**config.mk**
```make
export PLATFORM = sky130hd
export DESIGN_NAME = vec_dot_pipe
export DESIGN_NICKNAME = d
export VERILOG_FILES = /design/src/rtl/vec_pe_pkg.sv /design/src/rtl/vec_add_tree.sv /design/src/rtl/vec_dot_pipe.sv
export SDC_FILE = /design/constraint.sdc
export NUM_CORES = 2
export LEC_CHECK = 0
export CORE_ASPECT_RATIO = 0.6
export CORE_MARGIN = 3
export CORE_UTILIZATION = 35
export CTS_BUF_LIST = sky130_fd_sc_hd__clkbuf_2 sky130_fd_sc_hd__clkbuf_4 sky130_fd_sc_hd__clkbuf_8
export CTS_CLUSTER_SIZE = 20
export DETAILED_ROUTE_END_ITERATION = 12
export HOLD_SLACK_MARGIN = 0.05
export PLACE_DENSITY_LB_ADDON = 0.12
export SYNTH_ARGS = -nofsm -noshare
export SYNTH_HDL_FRONTEND = slang
export SYNTH_SLANG_ARGS = --single-unit
```
**constraint.sdc**
```tcl
create_clock -name clk -period 17.5 [get_ports clk]
set_input_delay 5.25 -clock clk [delete_from_list [all_inputs] [get_ports clk]]
set_output_delay 5.25 -clock clk [all_outputs]
set_load 0.1 [all_outputs]
```
**src/rtl/vec_pe_pkg.sv**
```systemverilog
// Shared helpers for the PE dot-product datapath: tree sizing, accumulator
// width and the final shift / round / saturate conversion.
package vec_pe_pkg;

    // Widest accumulator / result the conversion helper handles.
    localparam int unsigned MAX_W = 64;

    // Number of registered adder-tree levels for c lanes.
    function automatic int unsigned tree_depth(input int unsigned c);
        return $clog2(c);
    endfunction

    // Lane count rounded up to a power of two; extra lanes are zero.
    function automatic int unsigned pad_lanes(input int unsigned c);
        return 32'd1 << $clog2(c);
    endfunction

    // Full product width plus tree growth plus 8 bits of chunk headroom.
    function automatic int unsigned acc_width(input int unsigned w_x, input int unsigned w_k,
                                              input int unsigned c);
        return w_x + w_k + $clog2(c) + 8;
    endfunction

    localparam int unsigned W_ACC_DEF = acc_width(8, 8, 8);

    typedef struct packed {
        logic                    ovf;
        logic signed [MAX_W-1:0] y;
    } sat_res_t;

    // Round-half-up arithmetic shift, then saturate or wrap to w_y bits.
    // y comes back sign-extended; ovf flags any change of value.
    function automatic sat_res_t sat_round(input logic signed [MAX_W-1:0] sum,
                                           input int unsigned shift,
                                           input logic sat,
                                           input int unsigned w_y);
        logic signed [MAX_W-1:0] half;
        logic signed [MAX_W-1:0] r;
        logic signed [MAX_W-1:0] lim;
        sat_res_t res;
        r = sum;
        if (shift > 0) begin
            half = 64'sd1 <<< (shift - 1);
            r    = (sum + half) >>> shift;
        end
        lim = 64'sd1 <<< (w_y - 1);
        if (sat) begin
            if (r > lim - 64'sd1) begin
                res.y = lim - 64'sd1;
            end else if (r < -lim) begin
                res.y = -lim;
            end else begin
                res.y = r;
            end
        end else begin
            res.y = (r <<< (MAX_W - w_y)) >>> (MAX_W - w_y);
        end
        res.ovf = (res.y != r);
        return res;
    endfunction

endpackage

```
**src/rtl/vec_add_tree.sv**
```systemverilog
// Pipelined pairwise adder tree: N leaves (power of two), one register per
// level, valid/last sideband travelling alongside. N=1 is a pass-through.
module vec_add_tree #(
    parameter int unsigned N = 8,
    parameter int unsigned W = 16
) (
    input  logic                clk,
    input  logic                rst_n,
    input  logic                en,
    input  logic                in_valid,
    input  logic                in_last,
    input  logic [N-1:0][W-1:0] in_data,
    output logic                out_valid,
    output logic                out_last,
    output logic [W-1:0]        out_data,
    output logic                busy
);

    localparam int unsigned D = $clog2(N);

    if (D == 0) begin : g_pass
        logic unused_pass;
        assign unused_pass = clk ^ rst_n ^ en;
        assign out_valid   = in_valid;
        assign out_last    = in_last;
        assign out_data    = in_data[0];
        assign busy        = 1'b0;
    end else begin : g_tree
        // Heap layout: nodes 0..N-2 are registered sums, N-1..2N-2 are the leaves.
        logic [N-2:0][W-1:0]   node_q;
        logic [2*N-2:0][W-1:0] node_v;
        logic [D-1:0]          vld_q;
        logic [D-1:0]          lst_q;

        // Gather registered internal nodes and raw leaves into one indexable view.
        always_comb begin
            node_v = '0;
            for (int i = 0; i < int'(N) - 1; i++) begin
                node_v[i] = node_q[i];
            end
            for (int j = 0; j < int'(N); j++) begin
                node_v[int'(N) - 1 + j] = in_data[j];
            end
        end

        // Each internal node registers the sum of its two children.
        always_ff @(posedge clk) begin
            if (en) begin
                for (int i = 0; i < int'(N) - 1; i++) begin
                    node_q[i] <= node_v[2*i+1] + node_v[2*i+2];
                end
            end
        end

        // Sideband shift register, one bit per level.
        always_ff @(posedge clk) begin
            if (!rst_n) begin
                vld_q <= '0;
                lst_q <= '0;
            end else if (en) begin
                vld_q[0] <= in_valid;
                lst_q[0] <= in_last;
                for (int l = 1; l < int'(D); l++) begin
                    vld_q[l] <= vld_q[l-1];
                    lst_q[l] <= lst_q[l-1];
                end
            end
        end

        assign out_valid = vld_q[D-1];
        assign out_last  = lst_q[D-1];
        assign out_data  = node_v[0];
        assign busy      = |vld_q;
    end

endmodule

```
**src/rtl/vec_dot_pipe.sv**
```systemverilog
// Pipelined signed dot-product engine: lane multiply, registered adder tree,
// chunk accumulator and a converting output register with valid/ready.
module vec_dot_pipe
    import vec_pe_pkg::*;
#(
    parameter int unsigned C     = 8,
    parameter int unsigned W_X   = 8,
    parameter int unsigned W_K   = 8,
    parameter int unsigned W_Y   = 8,
    parameter int unsigned W_ACC = acc_width(W_X, W_K, C),
    parameter int unsigned W_SH  = $clog2(W_ACC)
) (
    input  logic                  clk,
    input  logic                  rst_n,
    input  logic                  in_valid,
    output logic                  in_ready,
    input  logic [C-1:0][W_X-1:0] x,
    input  logic [C-1:0][W_K-1:0] k,
    input  logic                  in_last,
    input  logic [W_SH-1:0]       cfg_shift,
    input  logic                  cfg_sat,
    output logic                  out_valid,
    input  logic                  out_ready,
    output logic [W_Y-1:0]        y,
    output logic                  y_ovf,
    output logic [7:0]            y_chunks,
    output logic                  busy
);

    localparam int unsigned C_PAD = pad_lanes(C);
    localparam int unsigned W_P   = W_X + W_K;

    logic stall;
    logic en;

    logic [C-1:0][W_P-1:0]       prod_q;
    logic                        m_valid_q;
    logic                        m_last_q;
    logic [C_PAD-1:0][W_ACC-1:0] tree_in;

    logic             t_valid;
    logic             t_last;
    logic [W_ACC-1:0] t_data;
    logic             t_busy;

    logic signed [W_ACC-1:0] acc_q;
    logic signed [W_ACC-1:0] sum;
    logic [7:0]              cnt_q;
    sat_res_t                conv;
    logic                    unused_conv;

    logic           out_valid_q;
    logic [W_Y-1:0] y_q;
    logic           ovf_q;
    logic [7:0]     chunks_q;

    // A held, unconsumed result freezes every stage including the accumulator.
    assign stall    = out_valid_q & ~out_ready;
    assign en       = ~stall;
    assign in_ready = ~stall;

    // Stage M control: valid/last of the registered products.
    always_ff @(posedge clk) begin
        if (!rst_n) begin
            m_valid_q <= 1'b0;
            m_last_q  <= 1'b0;
        end else if (en) begin
            m_valid_q <= in_valid;
            m_last_q  <= in_valid & in_last;
        end
    end

    // Stage M data: full-width signed lane products.
    always_ff @(posedge clk) begin
        if (en && in_valid) begin
            for (int i = 0; i < int'(C); i++) begin
                prod_q[i] <= W_P'($signed(x[i]) * $signed(k[i]));
            end
        end
    end

    // Sign-extend products into the tree; padding lanes stay zero.
    always_comb begin
        tree_in = '0;
        for (int i = 0; i < int'(C); i++) begin
            tree_in[i] = W_ACC'($signed(prod_q[i]));
        end
    end

    vec_add_tree #(
        .N (C_PAD),
        .W (W_ACC)
    ) u_tree (
        .clk       (clk),
        .rst_n     (rst_n),
        .en        (en),
        .in_valid  (m_valid_q),
        .in_last   (m_last_q),
        .in_data   (tree_in),
        .out_valid (t_valid),
        .out_last  (t_last),
        .out_data  (t_data),
        .busy      (t_busy)
    );

    // acc is cleared after every last beat, so it is already zero for a first chunk.
    always_comb begin
        sum  = acc_q + $signed(t_data);
        conv = sat_round(64'(sum), 32'(cfg_shift), cfg_sat, W_Y);
    end

    assign unused_conv = ^conv.y[MAX_W-1:W_Y];

    // Stage A/O: accumulate non-last chunks, convert and publish on last.
    always_ff @(posedge clk) begin
        if (!rst_n) begin
            acc_q       <= '0;
            cnt_q       <= '0;
            out_valid_q <= 1'b0;
            y_q         <= '0;
            ovf_q       <= 1'b0;
            chunks_q    <= '0;
        end else if (en) begin
            out_valid_q <= t_valid & t_last;
            if (t_valid) begin
                if (t_last) begin
                    acc_q    <= '0;
                    cnt_q    <= '0;
                    y_q      <= conv.y[W_Y-1:0];
                    ovf_q    <= conv.ovf;
                    chunks_q <= (cnt_q == 8'hff) ? 8'hff : cnt_q + 8'd1;
                end else begin
                    acc_q <= sum;
                    cnt_q <= (cnt_q == 8'hff) ? 8'hff : cnt_q + 8'd1;
                end
            end
        end
    end

    assign out_valid = out_valid_q;
    assign y         = y_q;
    assign y_ovf     = ovf_q;
    assign y_chunks  = chunks_q;
    assign busy      = m_valid_q | t_busy | out_valid_q | (cnt_q != 8'd0);

endmodule

```
==> impl_metrics.ini <==
[grt]
grt_max_degree = 69
use_met1_pct = 39.7
grt_pass1_vias = 39700
grt_antenna_before_repair = 6
grt_use_met3_pct = 8.24
grt_pass1_wl_microns = 259000
top_usage_layer = met1
gr-usage-all-layers_pct = 23.9
grt.overflow.total = 0
use_met2_pct = 28.9

[run_status]
violations = capacitance limit, slew limit
outcome = complete, but fails checks

[floorplanning]
rows = 104
coreArea_sq_um = 135000
die_area_sq_um = 142000
die_y_microns = 293
die-width_microns = 484
io-pin-count = 159
start_util_pct = 35.5

[pwr]
switchingPower_mw = 4.60
intPower_mw = 4.34
p_seq_share_pct = 18.6
ir_worst_vdd_mv = 0.0800
power_frac_clock_pct = 8.2
p_sw_share_pct = 51.5
p_leak_nw = 22.8
p_comb_share_pct = 73.2
cellPowerDensity_nw_per_um2 = 169

[critical_path]
rrSetupSlack_ns = 5.66
r2r_end = y_ovf
path_class = input pin to register
cp.required_ns = 18.08
cp_max_fo = 24
reg2reg_from = u_tree.out_data[0]
end_kind = register
critPathLaunchType = input pin
cpPeakStageDelay_ns = 0.62
path_common_cell = ha_1
cp_num_buf_inv = 2
arrival_ns = 16.05
crit_path_top_delay_cell = or4_1
reg2regPathDepth = 34
path_delay_family = compound AO/OA/AOI/OAI gates

[min_path]
min_from = u_tree.g_tree.lst_q[1]
whs_path_depth = 2
hold_path_class = register to register
hold_end = u_tree.g_tree.lst_q[2]

[sta]
fmax_mhz = 64.6
fin_setup_tns_ns = 0
rsz0062_at_grt = no
timing.final.hold_violations = 0
skew_ns = 0.0296
setup_viol_count_final = 0
drv_slew = 1
relSlewSlack_pct = -1.06
tightest_slew_ns = 1.50
timing.final.ws_setup_ns = 2.02
min_period_ns = 15.48
fin_crit_sh_pct = 88.4

[synth]
synth.cell_area_sq_um = 48100
yosysSeqAreaShare_pct = 19.9
ys_types = 125
async_flop_share_pct = 0
syn_inst = 5397
synthFlopType = edfxtp_1
synth_edf_count = 277
synth-seq-cells = 338
yosysWarnings = 0
syn_avg_cell_area_sq_um = 8.90

[place]
dp_slack_ns = 1.70
io_buffers = 158
hpwl_microns = 141000
place_congestion = 1.04
dp_cells = 7272

[flow_run]
maxCapViolations = 1

[finish]
fin_cells = 7379
nets = 6550
synthToLayoutAreaGrowth_pct = 10.2
utilization_pct = 39.2
drive_gt1_share_pct = 5.58
fillCellCount = 13700

[clock_network]
clockBufferDepth = 3
post-cts-setup-buffers = 0
worstSkewPairLatency_ns = 0.68
cts_root_buf = clkbuf_8
holdBufCountCts = 0
htreeDepth = 2
cts_buffers = 55
cts_tree = done
ctsResizeCount = 0
cts.sinks = 338
cts.reportedPaths.clkPinSlew_ns = 0.06

[detailed_routing]
viasPerCell = 5.55
drt-pass1-iter-count = 7
via_count = 41000
drt_iter0_markers = 4351
wirelength_microns = 171000
antenna_left = 0
wl_per_cell_microns = 23.2
drcViolationCount = 0
-- power by group through the flow --
stage | combinational (mW) | sequential, mW | clock [mW]
6_report | 6.55 | 1.67 | 0.733
5_1_grt | 7.25 | 1.70 | 0.804
4_1_cts | 6.37 | 1.68 | 0.764
3_5_place_dp | 6.30 | 1.68 | 0
3_3_place_gp | 6.33 | 1.69 | 0
2_1_floorplan | 4.48 | 1.58 | 0
-- cells by family after synthesis --
family | count (synthesis) | share of synthesized area [%]
AO/OA/AOI/OAI | 1337 | 18.6
adder cells (fa/ha/maj) | 885 | 30.1
buffers and inverters | 866 | 6.86
XOR/XNOR | 311 | 5.75
AND/OR/NAND/NOR | 1583 | 17.0
flip-flops | 338 | 19.9
multiplexers | 76 | 1.83
other | 1 | 0.00780
-- Yosys cell counts, types with 45 or more instances --
| cell | n | share of area, % |
|---|---|---|
| a22oi_1 | 45 | 0.70 |
| nor3_1 | 93 | 0.97 |
| dfxtp_1 | 61 | 2.5 |
| nand2b_1 | 86 | 1.1 |
| nand4_1 | 47 | 0.61 |
| inv_1 | 679 | 5.3 |
| a31oi_1 | 48 | 0.62 |
| ha_1 | 435 | 11 |
| a211oi_1 | 61 | 0.95 |
| and2_1 | 331 | 4.3 |
| o21ai_0 | 233 | 2.4 |
| nor2b_1 | 50 | 0.65 |
| nand2_1 | 412 | 3.2 |
| nand3_1 | 96 | 1.0 |
| a21o_1 | 88 | 1.4 |
| nor2_1 | 271 | 2.1 |
| clkbuf_1 | 140 | 1.1 |
| edfxtp_1 | 277 | 17 |
| xor2_1 | 86 | 1.6 |
| fa_1 | 449 | 19 |
| xnor2_1 | 222 | 4.0 |
| a21oi_1 | 368 | 3.8 |
| o21bai_1 | 83 | 1.3 |
-- how the worst max path moves through the flow --
stage / from / end / cells after the start
final: cfg_shift[0] / y_ovf / 34
after floorplan: out_ready / in_ready / 4
after detailed placement: cfg_shift[0] / y_ovf / 34
after global placement: cfg_shift[0] / y_ovf / 34
after CTS: cfg_shift[0] / y_ovf / 34
after global routing: cfg_shift[0] / y_ovf / 34
-- sequential cells by signal, summed over array words and instances (netlist names) --
register	count
acc_q	27
cnt_q	8
m_last_q	1
m_valid_q	1
out_valid	1
prod_q	128
u_tree.g_tree.lst_q	3
u_tree.g_tree.node_q	122
u_tree.g_tree.vld_q	3
u_tree.out_data	27
y	8
y_chunks	8
y_ovf	1
-- layer usage --
layer,vias up,part of all wire (%),wire length [microns]
li1,19100,-,-
met1,20000,53,90300
met2,1723,35,59100
met3,161,12,19900
met4,4,1.0,1770
met5,-,0.074,127
-- layout make-up --
| cell class | count | area [sq um] | area share (%) |
|---|---|---|---|
| multi-input combinational | 4217 | 35300 | 66.7 |
| sequential | 338 | 9540 | 18.0 |
| inverter | 680 | 2560 | 4.83 |
| tap | 1802 | 2250 | 4.26 |
| timing repair buffer | 235 | 2140 | 4.04 |
| clock buffer | 77 | 953 | 1.80 |
| clock inverter | 27 | 194 | 0.366 |
| antenna | 3 | 7.51 | 0.0142 |
-- placed cells by master (no fill, tap or decap), types with 48 or more instances in the layout --
cell type        synthesis  final
nor3_1                  93     93
nor2_1                 271    269
dfxtp_1                 61     61
a211oi_1                61     61
nand2b_1                86     86
nor2b_1                 50     50
nand3_1                 96     96
a21o_1                  88     88
o21ai_0                233    233
clkbuf_8                 0     60
clkdlybuf4s50_1          0    153
buf_4                    5     79
a31oi_1                 48     48
inv_1                  679    674
xor2_1                  86     86
nand2_1                412    412
fa_1                   449    449
xnor2_1                222    222
ha_1                   435    435
edfxtp_1               277    277
o21bai_1                83     83
and2_1                 331    330
a21oi_1                368    368
-- stage by stage --
stage / power (mW) / hold WS [ns] / cell area [sq um]
2_1_floorplan: 6.06 / 0.441 / 48100
3_3_place_gp: 8.02 / 0.455 / 51800
3_5_place_dp: 7.99 / 0.465 / 51800
4_1_cts: 8.81 / 0.474 / 53000
5_1_grt: 9.75 / 0.506 / 53000
6_report: 8.95 / 0.470 / 53000
-- tightest hold or removal path: stages (launching register included) --
cell and delay (ns):
dfxtp_1 0.31, nand2_1 0.05, a21boi_0 0.06
(Power assumes the default switching activity.)
